$ cat src/rtl/csr_file.sv
// -----------------------------------------------------------------------------
// csr_file
//
// Machine-mode CSR file for one hart. Sits behind the decode-stage CSR control
// logic: takes its read/write/set/clear enables, the 12-bit CSR number and the
// ALU-forwarded operand, and returns the pre-update CSR value for the rd
// writeback. Also captures trap state and exposes mtvec/mepc/MIE to the
// fetch/redirect logic.
//
// Configuration macro:
//   CSR_PERF_COUNTERS_EN - when defined, the 64-bit mcycle/minstret counters
//                          and their user-mode read-only shadows exist. When
//                          undefined those eight addresses decode as
//                          unimplemented and retire is ignored.
//
// Parameters:
//   CORE            - hart index returned by mhartid
//   MTVEC_RESET     - reset value of mtvec
//   SCAN_CYCLES_MIN - first cycle of the scan debug print window
//   SCAN_CYCLES_MAX - last cycle of the scan debug print window
//
// Ports:
//   clock, reset        - single clock, synchronous active-high reset
//   CSR_read_en         - read access; read_data valid this cycle
//   CSR_write_en        - CSRRW/CSRRWI, new = write_data
//   CSR_set_en          - CSRRS/CSRRSI, new = old | write_data
//   CSR_clear_en        - CSRRC/CSRRCI, new = old & ~write_data
//   CSR_address         - CSR number (instruction bits 31:20)
//   write_data          - operand (rs1 or zero-extended uimm)
//   retire              - one instruction retired this cycle
//   trap_valid          - trap taken this cycle
//   trap_pc/cause/value - trap capture payload
//   mret                - MRET executing this cycle
//   read_data           - combinational old value of the addressed CSR
//   illegal_csr         - combinational illegal-access flag
//   mtvec_out, mepc_out - current trap vector / exception PC
//   global_ie           - mstatus.MIE
//   scan                - debug print enable (no hardware behind it in the
//                         synthesizable view; the print lives in simulation
//                         models only)
// -----------------------------------------------------------------------------
module csr_file #(
    parameter int unsigned CORE            = 0,
    parameter logic [31:0] MTVEC_RESET     = 32'h0000_0000,
    parameter int unsigned SCAN_CYCLES_MIN = 0,
    parameter int unsigned SCAN_CYCLES_MAX = 1000
) (
    input  logic        clock,
    input  logic        reset,
    input  logic        CSR_read_en,
    input  logic        CSR_write_en,
    input  logic        CSR_set_en,
    input  logic        CSR_clear_en,
    input  logic [11:0] CSR_address,
    input  logic [31:0] write_data,
    input  logic        retire,
    input  logic        trap_valid,
    input  logic [31:0] trap_pc,
    input  logic [31:0] trap_cause,
    input  logic [31:0] trap_value,
    input  logic        mret,
    output logic [31:0] read_data,
    output logic        illegal_csr,
    output logic [31:0] mtvec_out,
    output logic [31:0] mepc_out,
    output logic        global_ie,
    input  logic        scan
);

    // CSR numbers
    localparam logic [11:0] ADDR_MSTATUS   = 12'h300;
    localparam logic [11:0] ADDR_MIE       = 12'h304;
    localparam logic [11:0] ADDR_MTVEC     = 12'h305;
    localparam logic [11:0] ADDR_MSCRATCH  = 12'h340;
    localparam logic [11:0] ADDR_MEPC      = 12'h341;
    localparam logic [11:0] ADDR_MCAUSE    = 12'h342;
    localparam logic [11:0] ADDR_MTVAL     = 12'h343;
    localparam logic [11:0] ADDR_MHARTID   = 12'hF14;
`ifdef CSR_PERF_COUNTERS_EN
    localparam logic [11:0] ADDR_MCYCLE    = 12'hB00;
    localparam logic [11:0] ADDR_MCYCLEH   = 12'hB80;
    localparam logic [11:0] ADDR_MINSTRET  = 12'hB02;
    localparam logic [11:0] ADDR_MINSTRETH = 12'hB82;
    localparam logic [11:0] ADDR_CYCLE     = 12'hC00;
    localparam logic [11:0] ADDR_CYCLEH    = 12'hC80;
    localparam logic [11:0] ADDR_INSTRET   = 12'hC02;
    localparam logic [11:0] ADDR_INSTRETH  = 12'hC82;
`endif

    // Writable-bit masks; bits outside a mask are hard-wired to zero
    localparam logic [31:0] MIE_MASK   = 32'h0000_0888;
    localparam logic [31:0] MTVEC_MASK = 32'hFFFF_FFFC;
    localparam logic [31:0] MEPC_MASK  = 32'hFFFF_FFFC;

    localparam logic [31:0] HART_ID = 32'(CORE);

    // New value produced by a software access; write beats set beats clear
    function automatic logic [31:0] csr_op(
        input logic        wr,
        input logic        st,
        input logic [31:0] old,
        input logic [31:0] operand
    );
        if (wr) begin
            return operand;
        end else if (st) begin
            return old | operand;
        end else begin
            return old & ~operand;
        end
    endfunction

    // Architectural state
    logic        mstatus_mie_q;
    logic        mstatus_mpie_q;
    logic [31:0] mie_q;
    logic [31:0] mtvec_q;
    logic [31:0] mscratch_q;
    logic [31:0] mepc_q;
    logic [31:0] mcause_q;
    logic [31:0] mtval_q;

    // Access decode
    logic        sw_any;
    logic        csr_any;
    logic        addr_impl;
    logic        sw_apply;
    logic [31:0] csr_old;
    logic [31:0] sw_value;
    logic [31:0] mstatus_value;

    logic we_mstatus;
    logic we_mie;
    logic we_mtvec;
    logic we_mscratch;
    logic we_mepc;
    logic we_mcause;
    logic we_mtval;

    assign mstatus_value = {24'd0, mstatus_mpie_q, 3'd0, mstatus_mie_q, 3'd0};

`ifdef CSR_PERF_COUNTERS_EN
    logic [63:0] mcycle_q;
    logic [63:0] minstret_q;
    logic [63:0] mcycle_inc;
    logic [63:0] minstret_inc;
    logic [63:0] mcycle_next;
    logic [63:0] minstret_next;
    logic        we_mcycle;
    logic        we_mcycleh;
    logic        we_minstret;
    logic        we_minstreth;
`endif

    assign sw_any  = CSR_write_en | CSR_set_en | CSR_clear_en;
    assign csr_any = sw_any | CSR_read_en;

    // Old-value mux doubles as the implemented-address decoder
    always_comb begin
        addr_impl = 1'b1;
        csr_old   = 32'd0;
        case (CSR_address)
            ADDR_MSTATUS:  csr_old = mstatus_value;
            ADDR_MIE:      csr_old = mie_q;
            ADDR_MTVEC:    csr_old = mtvec_q;
            ADDR_MSCRATCH: csr_old = mscratch_q;
            ADDR_MEPC:     csr_old = mepc_q;
            ADDR_MCAUSE:   csr_old = mcause_q;
            ADDR_MTVAL:    csr_old = mtval_q;
            ADDR_MHARTID:  csr_old = HART_ID;
`ifdef CSR_PERF_COUNTERS_EN
            ADDR_MCYCLE,   ADDR_CYCLE:    csr_old = mcycle_q[31:0];
            ADDR_MCYCLEH,  ADDR_CYCLEH:   csr_old = mcycle_q[63:32];
            ADDR_MINSTRET, ADDR_INSTRET:  csr_old = minstret_q[31:0];
            ADDR_MINSTRETH, ADDR_INSTRETH: csr_old = minstret_q[63:32];
`endif
            default:       addr_impl = 1'b0;
        endcase
    end

    // Address space 0xC00-0xFFF is read-only by encoding, so any modifying
    // enable there is illegal even when the register exists.
    assign illegal_csr = csr_any &
                         (~addr_impl | ((CSR_address[11:10] == 2'b11) & sw_any));

    assign read_data = (CSR_read_en & addr_impl) ? csr_old : 32'd0;

    // Illegal accesses are squashed before they reach any register
    assign sw_apply = sw_any & ~illegal_csr;
    assign sw_value = csr_op(CSR_write_en, CSR_set_en, csr_old, write_data);

    assign we_mstatus  = sw_apply & (CSR_address == ADDR_MSTATUS);
    assign we_mie      = sw_apply & (CSR_address == ADDR_MIE);
    assign we_mtvec    = sw_apply & (CSR_address == ADDR_MTVEC);
    assign we_mscratch = sw_apply & (CSR_address == ADDR_MSCRATCH);
    assign we_mepc     = sw_apply & (CSR_address == ADDR_MEPC);
    assign we_mcause   = sw_apply & (CSR_address == ADDR_MCAUSE);
    assign we_mtval    = sw_apply & (CSR_address == ADDR_MTVAL);

    // mstatus: trap outranks mret, which outranks a software write
    always_ff @(posedge clock) begin
        if (reset) begin
            mstatus_mie_q  <= 1'b0;
            mstatus_mpie_q <= 1'b0;
        end else if (trap_valid) begin
            mstatus_mpie_q <= mstatus_mie_q;
            mstatus_mie_q  <= 1'b0;
        end else if (mret) begin
            mstatus_mie_q  <= mstatus_mpie_q;
            mstatus_mpie_q <= 1'b1;
        end else if (we_mstatus) begin
            mstatus_mie_q  <= sw_value[3];
            mstatus_mpie_q <= sw_value[7];
        end
    end

    // Registers never touched by trap or mret
    always_ff @(posedge clock) begin
        if (reset) begin
            mie_q      <= 32'd0;
            mtvec_q    <= MTVEC_RESET;
            mscratch_q <= 32'd0;
        end else begin
            if (we_mie) begin
                mie_q <= sw_value & MIE_MASK;
            end
            if (we_mtvec) begin
                mtvec_q <= sw_value & MTVEC_MASK;
            end
            if (we_mscratch) begin
                mscratch_q <= sw_value;
            end
        end
    end

    // Trap capture registers; a same-cycle software write to these is dropped
    always_ff @(posedge clock) begin
        if (reset) begin
            mepc_q   <= 32'd0;
            mcause_q <= 32'd0;
            mtval_q  <= 32'd0;
        end else if (trap_valid) begin
            mepc_q   <= trap_pc & MEPC_MASK;
            mcause_q <= trap_cause;
            mtval_q  <= trap_value;
        end else begin
            if (we_mepc) begin
                mepc_q <= sw_value & MEPC_MASK;
            end
            if (we_mcause) begin
                mcause_q <= sw_value;
            end
            if (we_mtval) begin
                mtval_q <= sw_value;
            end
        end
    end

`ifdef CSR_PERF_COUNTERS_EN
    assign we_mcycle    = sw_apply & (CSR_address == ADDR_MCYCLE);
    assign we_mcycleh   = sw_apply & (CSR_address == ADDR_MCYCLEH);
    assign we_minstret  = sw_apply & (CSR_address == ADDR_MINSTRET);
    assign we_minstreth = sw_apply & (CSR_address == ADDR_MINSTRETH);

    assign mcycle_inc   = mcycle_q + 64'd1;
    assign minstret_inc = minstret_q + {63'd0, retire};

    // A written half takes the operand verbatim; the other half still picks
    // up the carry of the increment computed on the old 64-bit value.
    always_comb begin
        mcycle_next   = mcycle_inc;
        minstret_next = minstret_inc;
        if (we_mcycle) begin
            mcycle_next[31:0] = sw_value;
        end
        if (we_mcycleh) begin
            mcycle_next[63:32] = sw_value;
        end
        if (we_minstret) begin
            minstret_next[31:0] = sw_value;
        end
        if (we_minstreth) begin
            minstret_next[63:32] = sw_value;
        end
    end

    always_ff @(posedge clock) begin
        if (reset) begin
            mcycle_q   <= 64'd0;
            minstret_q <= 64'd0;
        end else begin
            mcycle_q   <= mcycle_next;
            minstret_q <= minstret_next;
        end
    end
`else
    logic retire_unused;
    assign retire_unused = retire;
`endif

    // The scan print window only matters to simulation models
    logic scan_unused;
    assign scan_unused = scan & (SCAN_CYCLES_MIN <= SCAN_CYCLES_MAX);

    assign mtvec_out = mtvec_q;
    assign mepc_out  = mepc_q;
    assign global_ie = mstatus_mie_q;

endmodule
$ cat config.mk
export PLATFORM = sky130hd
export DESIGN_NAME = csr_file
export DESIGN_NICKNAME = d
export VERILOG_FILES = /design/src/rtl/csr_file.sv
export SDC_FILE = /design/constraint.sdc
export NUM_CORES = 1
export LEC_CHECK = 0
export ABC_CLOCK_PERIOD_IN_PS = 7300
export CAP_MARGIN = 15
export CORE_ASPECT_RATIO = 0.75
export CORE_MARGIN = 2
export CORE_UTILIZATION = 50
export DETAILED_ROUTE_END_ITERATION = 16
export GPL_ROUTABILITY_DRIVEN = 0
export HOLD_SLACK_MARGIN = 0.02
export PLACE_DENSITY_LB_ADDON = 0.12
export RECOVER_POWER = 25
export SLEW_MARGIN = 30
export SYNTH_ARGS = -nofsm -noshare
export SYNTH_HDL_FRONTEND = slang
export SYNTH_SLANG_ARGS = --single-unit
$ cat constraint.sdc
create_clock -name clock -period 7.3 [get_ports clock]
set_clock_uncertainty 0.15 [all_clocks]
set_input_delay 1.46 -clock clock [delete_from_list [all_inputs] [get_ports clock]]
set_output_delay 1.46 -clock clock [all_outputs]
set_load 0.05 [all_outputs]
==> reports/metrics.yaml, run 1 <==
routing:
  ant_nets: 0
  routed_wirelength_mm: 36.50
  first_iter_violations: 1439
  first_pass_iters: 7
  drc: 0
  avgViaCountPerCell: 6.495
  wl_per_cell_um: 23.04
  vias: 10290
worst_setup_path:
  slowest_stage: "clkbuf_1"
  cpMostUsedCell: "clkdlybuf4s50_1"
  cp-end-kind: "primary output"
  cp_data_arrival_time_ns: 4.95
  max_stage_delay_ns: 1.40
  crit_fanout: 30
  crit_required_ns: 5.69
  critPathKind: "in2out"
  cp_cell_sequence: "clkdlybuf4s50_1, clkbuf_1, nor3_1, a21oi_1, clkdlybuf4s50_1"
  start_kind: "input port"
yosys:
  ys_types: 77
  ys_seq_area_share_pct: 35.18
  yosys_warnings: 0
  yosysTopAreaCell: "dfxtp_1"
  netlist_area_um2: 9163
  synth.top_cells.by_count: "dfxtp_1 (161), nand2_1 (144), nor2_1 (113)"
  ys_seq_elements: 161
  syn_area_per_cell_um2: 8.066
  synth-main-ff-cell: "dfxtp_1"
  syn-instance-count: 1136
  synth_edf_count: 0
  netlist.area_leader.share_pct: 35.18
  ys_top_cells_by_area: "dfxtp_1 (35%), nand2_1 (5.9%), o21ai_0 (4.9%)"
  async_reset_ff_share_pct: 0
  synth.most_common_cell: "dfxtp_1"
outcome:
  status: "finished, violations left"
  violations: "max-capacitance violations, max-slew violations"
global_route:
  grt_max_degree: 67
  grt_pass1_vias: 9612
  grt_pass1_wl_mm: 55.03
  antenna_found_initial: 1
  grt_usage_pct: 37.10
  overflow: 0
clock_network:
  cts_tree: "yes"
  post-cts-setup-buffers: 0
  clock_sinks: 161
  cts.reportedPaths.clkPinSlew_ns: 0.06
  cts_inserted_buffers: 17
  clk_path_buf_depth: 2
  cts_hold_buffers: 0
  htree_num_levels: 4
  cts_root_buf: "clkbuf_16"
  clk_latency_ns: 0.43
  cts_resized: 0
placed_design:
  portBuffers: 239
  detailed_place_hpwl_mm: 24.68
  place_area_um2: 11780
floorplan:
  die_height_um: 121.2
  initial_core_util_pct: 51.43
  die_x_um: 160.3
  coreArea_um2: 17810
  rows: 42
  dieArea_um2: 19440
  io_pins: 248
min_path:
  hp-class: "reg2reg"
power_and_ir_drop:
  irDropWorstVdd_uv: 109.0
  power_density_nw_per_um2: 178.5
  leakage_nw: 4.589
timing:
  setup_viol_count_final: 0
  fin_hold_ws_ns: 0.3022
  fin_crit_ns: 6.558
  drv_slew: 31
  period_share_pct: 89.84
  relSlewSlack_pct: -30.76
  max_freq_ghz: 0.1525
  worstMarginPinSlew_ns: 1.961
  hold_viol_final: 0
  fin_tns_setup_ns: 0
  grt_setup_unrepaired: "false"
cells_and_area:
  fillCellCount: 1468
  multi_input_area_um2: 5401
  antenna_cells: 0
  drive_gt1_share_pct: 11.70
  area_growth_pct: 34.85
  seq_area_um2: 3223
  nets: 1480
  fin_area_um2: 12360
job:
  maxCapViolCount: 1
## final cells by class
cell class | instances | share of cell area [%]
Tap cell | 242 | 2.451
Sequential cell | 161 | 26.09
Timing Repair Buffer | 275 | 22.15
Multi-Input combinational cell | 845 | 43.72
Inverter | 30 | 0.9114
Clock buffer | 22 | 3.838
Clock inverter | 9 | 0.8506
## final timing paths
kind / startpoint / endpoint / slack, ns / cells past startpoint
worst max-delay path: CSR_write_en / illegal_csr / 0.74 / 5
worst min-delay path: mscratch_q[4] / mscratch_q[4] / 0.30 / 2
worst max register to register: mtval_q[15] / mcause_q[15] / 5.16 / 5
worst min register to register: mscratch_q[4] / mscratch_q[4] / 0.30 / 2
## logic make-up after synthesis
family / Yosys count / share of synthesized area [%]
multiplexers: 74 / 9.313
other: 1 / 0.04093
buffers and inverters: 133 / 6.322
AND/OR/NAND/NOR: 398 / 20.51
flip-flops: 161 / 35.18
AO/OA/AOI/OAI: 369 / 28.64
## per-layer routing
metal / GRT usage (%) / vias to the layer above / wire length, um
li1: - / 4590 / -
met1: 50.35 / 4781 / 14820
met2: 55.47 / 784 / 15300
met3: 10.66 / 131 / 4928
met4: 15.48 / 2 / 1433
met5: 0 / - / 14
## worst max-delay path: cells and delay by family
family	cells	cell delay [ns]
simple gates	1	0.43
compound gates	1	0.33
buf+inv	3	2.71
## report_power, final
group	internal [mW]	switching, mW
Sequential	0.913	0.0221
Combinational	0.155	0.212
Clock	0.529	0.375
## stage by stage
| step | instances | power (mW) | setup WS [ns] | utilization (%) |
|---|---|---|---|---|
| floorplan | 1139 | 1.145 | 1.637 | - |
| CTS | 1584 | 2.195 | 0.9481 | 69.38 |
| global placement | 1553 | 1.309 | 1.012 | 66.10 |
| global route | 1584 | 2.261 | 0.7129 | 69.36 |
| finish | 1584 | 2.206 | 0.7415 | 69.36 |
| detailed placement | 1553 | 1.314 | 0.9535 | 66.13 |
## sequential cells by signal (all words and copies together) (netlist names)
name / count
mscratch_q: 32
mstatus_mpie_q: 1
mtval_q: 32
mcause_q: 32
mepc_out: 30
mie_q: 3
global_ie: 1
mtvec_out: 30
## cells in the final DEF (no fill, tap or decap), drive strengths merged, types with 10 or more instances in the layout
cell,count
a211oi,36
nor3,19
a21boi,12
mux2,30
clkdlybuf4s50,160
buf,52
a32oi,38
dlygate4sd3,62
and2,11
nor2,113
a311oi,10
a22oi,16
a31oi,13
dfxtp,161
clkbuf,23
and3,19
nand2,145
mux2i,38
o21ai,89
a221oi,13
a21oi,69
nand3,28
inv,32
Note: power is estimated with default switching activity, not from simulation.
==> inputs of run 2 (changes only) <==
--- a/config.mk
+++ b/config.mk
@@ -13,7 +13,7 @@
 export DETAILED_ROUTE_END_ITERATION = 16
 export GPL_ROUTABILITY_DRIVEN = 0
 export HOLD_SLACK_MARGIN = 0.02
-export PLACE_DENSITY_LB_ADDON = 0.12
+export PLACE_DENSITY_LB_ADDON = 0.05
 export RECOVER_POWER = 25
 export SLEW_MARGIN = 30
 export SYNTH_ARGS = -nofsm -noshare
==> reports/metrics.yaml, run 2 (synthesis gave the netlist of run 1 again) <==
outcome:
  status: "finished, final reports clean"
worst_setup_path:
  slowest_stage: "clkdlybuf4s50_1"
  max_stage_delay_ns: 0.86
  crit_required_ns: 5.69
  crit_fanout: 17
  cp-end-kind: "primary output"
  start_kind: "input port"
  cp_cell_sequence: "dlygate4sd3_1, or3b_1, buf_4, nor2_1, nand2_1, nor2_1, nand2_1, a21boi_0, clkdlybuf4s50_1"
  critPathKind: "in2out"
  cp_data_arrival_time_ns: 5.03
routing:
  drc: 0
  wl_met3_mm: 4.799
  wl_per_cell_um: 23.54
  wl_met2_mm: 15.80
  first_iter_violations: 1205
  top_layer: "met5"
  vias: 10190
  first_pass_iters: 12
  routed_wirelength_mm: 37.27
  ant_nets: 0
  wl_met1_mm: 15.26
  avgViaCountPerCell: 6.440
cells_and_area:
  area_growth_pct: 35.11
  mostFrequentLayoutCells: "dfxtp_1 (161), clkdlybuf4s50_1 (161), nand2_1 (144), nor2_1 (109), o21ai_0 (89)"
  fillCellCount: 1457
  nets: 1478
  layout.cells.non_filler: 1583
  utilization_pct: 69.49
  drive_gt1_share_pct: 11.79
  reg.largest.list: "mcause_q (32), mscratch_q (32), mtval_q (32)"
global_route:
  grt_pass1_vias: 9689
  grt_pass1_wl_mm: 55.33
  grt_usage_pct: 37.32
  grt_max_degree: 60
  overflow: 0
  antenna_found_initial: 2
timing:
  grt_setup_unrepaired: "false"
  setup_viol_count_final: 0
  fin_crit_ns: 6.644
  relSlewSlack_pct: 35.34
  period_share_pct: 91.01
  hold_viol_final: 0
  max_freq_ghz: 0.1505
  fin_hold_ws_ns: 0.3051
  drv_slew: 0
  worstMarginPinSlew_ns: 0.9689
  fin_tns_setup_ns: 0
floorplan:
  coreArea_um2: 17810
  die_x_um: 160.3
  initial_core_util_pct: 51.43
  die_height_um: 121.2
  rows: 42
  dieArea_um2: 19440
  io_pins: 248
min_path:
  hp-class: "reg2reg"
clock_network:
  post-cts-setup-buffers: 0
  cts_hold_buffers: 0
  cts_root_buf: "clkbuf_16"
  clk_path_buf_depth: 2
  clk_latency_ns: 0.44
  clock_sinks: 161
  cts_inserted_buffers: 17
  htree_num_levels: 4
  cts_tree: "yes"
  cts_resized: 0
  cts.reportedPaths.clkPinSlew_ns: 0.06
placed_design:
  detailed_place_hpwl_mm: 25.31
  dp.cells: 1551
  portBuffers: 239
power_and_ir_drop:
  leakage_nw: 4.587
  power_mw: 2.254
  power_density_nw_per_um2: 182.1
  irDropWorstVdd_uv: 122.1
job:
  maxCapViolCount: 0
## run 2: power by group
group          switching [mW]  leakage (nW)  internal (mW)
combinational           0.213          2.97          0.155
sequential             0.0225          1.32          0.912
clock                   0.393         0.297          0.558
## run 2: final cells by class
cell class                 instances  area (um^2)  area share [%]
multi-input combinational        845         5406           43.67
sequential                       161         3223           26.04
timing repair buffer             273         2724           22.00
clock buffer                      20        456.7           3.689
tap                              242        302.8           2.446
clock inverter                    11        151.4           1.223
inverter                          30        112.6          0.9096
antenna                            1        2.502         0.02021
## run 2: per-layer routing
metal / global-route usage [%] / up-vias
li1: - / 4570
met1: 50.59 / 4708
met2: 56.22 / 773
met3: 10.36 / 141
met4: 15.37 / 2
met5: 0 / -
## run 2: worst paths after layout
path                       start  cells past startpoint  slack (ns)              to
setup / recovery  CSR_address[6]                      9        0.66   read_data[17]
setup reg to reg    mcause_q[15]                      5        5.15    mcause_q[15]
hold reg to reg   mscratch_q[14]                      2        0.31  mscratch_q[14]
hold / removal    mscratch_q[14]                      2        0.31  mscratch_q[14]
## run 2: worst max-delay path, delay by kind of cell
family / cells / cell delay (ns)
buf+inv: 3 / 1.89
simple gates: 5 / 1.37
compound gates: 1 / 0.29
## run 2: metrics by stage
step | worst slack, ns | instance area (um^2)
after floorplan | 1.637 | 9174
after global routing | 0.6466 | 12380
after CTS | 0.8402 | 12370
after global placement | 0.9166 | 11760
final | 0.6564 | 12380
after detailed placement | 0.8416 | 11770
==> inputs of run 3 (changes only) <==
--- a/config.mk
+++ b/config.mk
@@ -7,7 +7,7 @@
 export LEC_CHECK = 0
 export ABC_CLOCK_PERIOD_IN_PS = 7300
 export CAP_MARGIN = 15
-export CORE_ASPECT_RATIO = 0.75
+export CORE_ASPECT_RATIO = 0.5
 export CORE_MARGIN = 2
 export CORE_UTILIZATION = 50
 export DETAILED_ROUTE_END_ITERATION = 16
@@ -15,7 +15,8 @@
 export HOLD_SLACK_MARGIN = 0.02
 export PLACE_DENSITY_LB_ADDON = 0.05
 export RECOVER_POWER = 25
-export SLEW_MARGIN = 30
+export SKIP_CTS_REPAIR_TIMING = 1
+export SLEW_MARGIN = 20
 export SYNTH_ARGS = -nofsm -noshare
 export SYNTH_HDL_FRONTEND = slang
 export SYNTH_SLANG_ARGS = --single-unit
==> reports/metrics.yaml, run 3 (synthesis gave the netlist of run 1 again) <==
power_and_ir_drop:
  power_density_nw_per_um2: 185.1
  irDropWorstVdd_uv: 184.0
  power_mw: 2.289
  leakage_nw: 4.569
global_route:
  grt_usage_pct: 38.07
  grt_max_degree: 80
  top_usage_layer: "met2"
  grt_use_met1_pct: 48.36
  antenna_found_initial: 0
  overflow: 0
  grt_pass1_vias: 10100
  grt_pass1_wl_mm: 56.79
  grt.met3_usage_pct: 10.82
  use_met2_pct: 61.10
outcome:
  status: "finished, final reports clean"
cells_and_area:
  mostFrequentLayoutCells: "clkdlybuf4s50_1 (162), dfxtp_1 (161), nand2_1 (144), nor2_1 (110), o21ai_0 (89)"
  nets: 1474
  drive_gt1_share_pct: 11.22
  reg.largest.list: "mcause_q (32), mscratch_q (32), mtval_q (32)"
  antenna_cells: 0
  final_common_cell: "clkdlybuf4s50_1"
  area_growth_pct: 35.00
floorplan:
  rows: 34
  initial_core_util_pct: 51.90
  coreArea_um2: 17650
  die_x_um: 195.4
  io_pins: 248
  dieArea_um2: 19490
  die_height_um: 99.72
clock_network:
  cts_inserted_buffers: 17
  clk_latency_ns: 0.43
  cts.reportedPaths.clkPinSlew_ns: 0.07
  cts_tree: "yes"
  cts_root_buf: "clkbuf_16"
  htree_num_levels: 4
  clock_sinks: 161
  clk_path_buf_depth: 2
timing:
  hold_viol_final: 0
  worstMarginPinSlew_ns: 1.090
  relSlewSlack_pct: 27.09
  grt_setup_unrepaired: "false"
  setup_viol_count_final: 0
  drv_slew: 0
  period_share_pct: 91.34
  fin_tns_setup_ns: 0
  fin_crit_ns: 6.668
  max_freq_ghz: 0.1500
routing:
  ant_nets: 0
  wl_per_cell_um: 23.89
  avgViaCountPerCell: 6.690
  first_iter_violations: 1147
  first_pass_iters: 8
  vias: 10510
  routed_wirelength_mm: 37.54
  drc: 0
worst_setup_path:
  critPathKind: "in2out"
  start_kind: "input port"
  cp_data_arrival_time_ns: 5.06
  crit_required_ns: 5.69
  rr_startpoint: "mepc_out[27]"
  cp-end-kind: "primary output"
  ff2ff_setup_slack_ns: 5.25
  r2r_cells: 6
  r2r_end: "mepc_out[27]"
  crit_fanout: 17
placed_design:
  detailed_place_hpwl_mm: 25.77
  portBuffers: 239
min_path:
  holdCritStartpoint: "mtval_q[12]"
  min_path_cells: 2
  hold_end: "mtval_q[12]"
  hp-class: "reg2reg"
job:
  maxCapViolCount: 0
## run 3: cell count changes in the layout (fill, tap and decap cells not counted), moves of 2 or more
cell,previous run,this run
buf_4,37,32
clkinv_2,2,0
clkinvlp_4,1,3
inv_6,3,1
nor2_2,3,1
## run 3: stage by stage
| step | area [um^2] | std cells | utilization (%) | hold WS [ns] | worst slack, ns |
|---|---|---|---|---|---|
| 2_1_floorplan | 9174 | 1139 | - | 0.2696 | 1.637 |
| 3_3_place_gp | 11730 | 1539 | 66.44 | 0.2816 | 0.8110 |
| 3_5_place_dp | 11740 | 1539 | 66.47 | 0.2916 | 0.7964 |
| 4_1_cts | 12370 | 1571 | 70.09 | 0.3048 | 0.7621 |
| 5_1_grt | 12370 | 1571 | 70.06 | 0.3311 | 0.4024 |
| 6_report | 12370 | 1571 | 70.06 | 0.3041 | 0.6321 |
## run 3: final cells by class
type / count / area (um^2)
multi-input cells: 845 / 5406
fillers: 1412 / 5285
flip-flops and latches: 161 / 3223
repair buffers: 269 / 2696
clock buffers: 21 / 460.4
well taps: 234 / 292.8
clock inverters: 11 / 177.7
inverters: 30 / 112.6
## run 3: how the worst max path moves through the flow
stage	startpoint	end	slack (ns)	depth (start not counted)
2_1_floorplan	CSR_address[3]	read_data[28]	1.64	8
3_3_place_gp	CSR_address[6]	read_data[17]	0.81	8
3_5_place_dp	CSR_address[6]	read_data[28]	0.80	8
4_1_cts	CSR_address[6]	read_data[28]	0.76	8
5_1_grt	CSR_address[6]	read_data[28]	0.40	8
6_report	CSR_address[6]	read_data[28]	0.63	8
## run 3: metal layers
layer | part of all wire (%) | vias up
met1 | 38 | 4998
met5 | 0 | -
li1 | - | 4563
met2 | 45 | 807
met3 | 13 | 142
met4 | 3.7 | 0
## run 3: worst max-delay path: stages
cell and delay (ns):
dlygate4sd3_1 0.78, or3b_1 0.73, nor2_1 0.24, nand2_1 0.16, nor2_1 0.43, nand2_1 0.10, a21boi_0 0.29, clkdlybuf4s50_1 0.87
## run 3: where the power goes
| group | total, mW | switching, mW | internal (mW) | leakage [nW] |
|---|---|---|---|---|
| combinational | 0.371 | 0.216 | 0.155 | 2.95 |
| clock | 0.984 | 0.390 | 0.594 | 0.300 |
| sequential | 0.934 | 0.0218 | 0.912 | 1.32 |
| total | 2.29 | 0.628 | 1.66 | 4.57 |
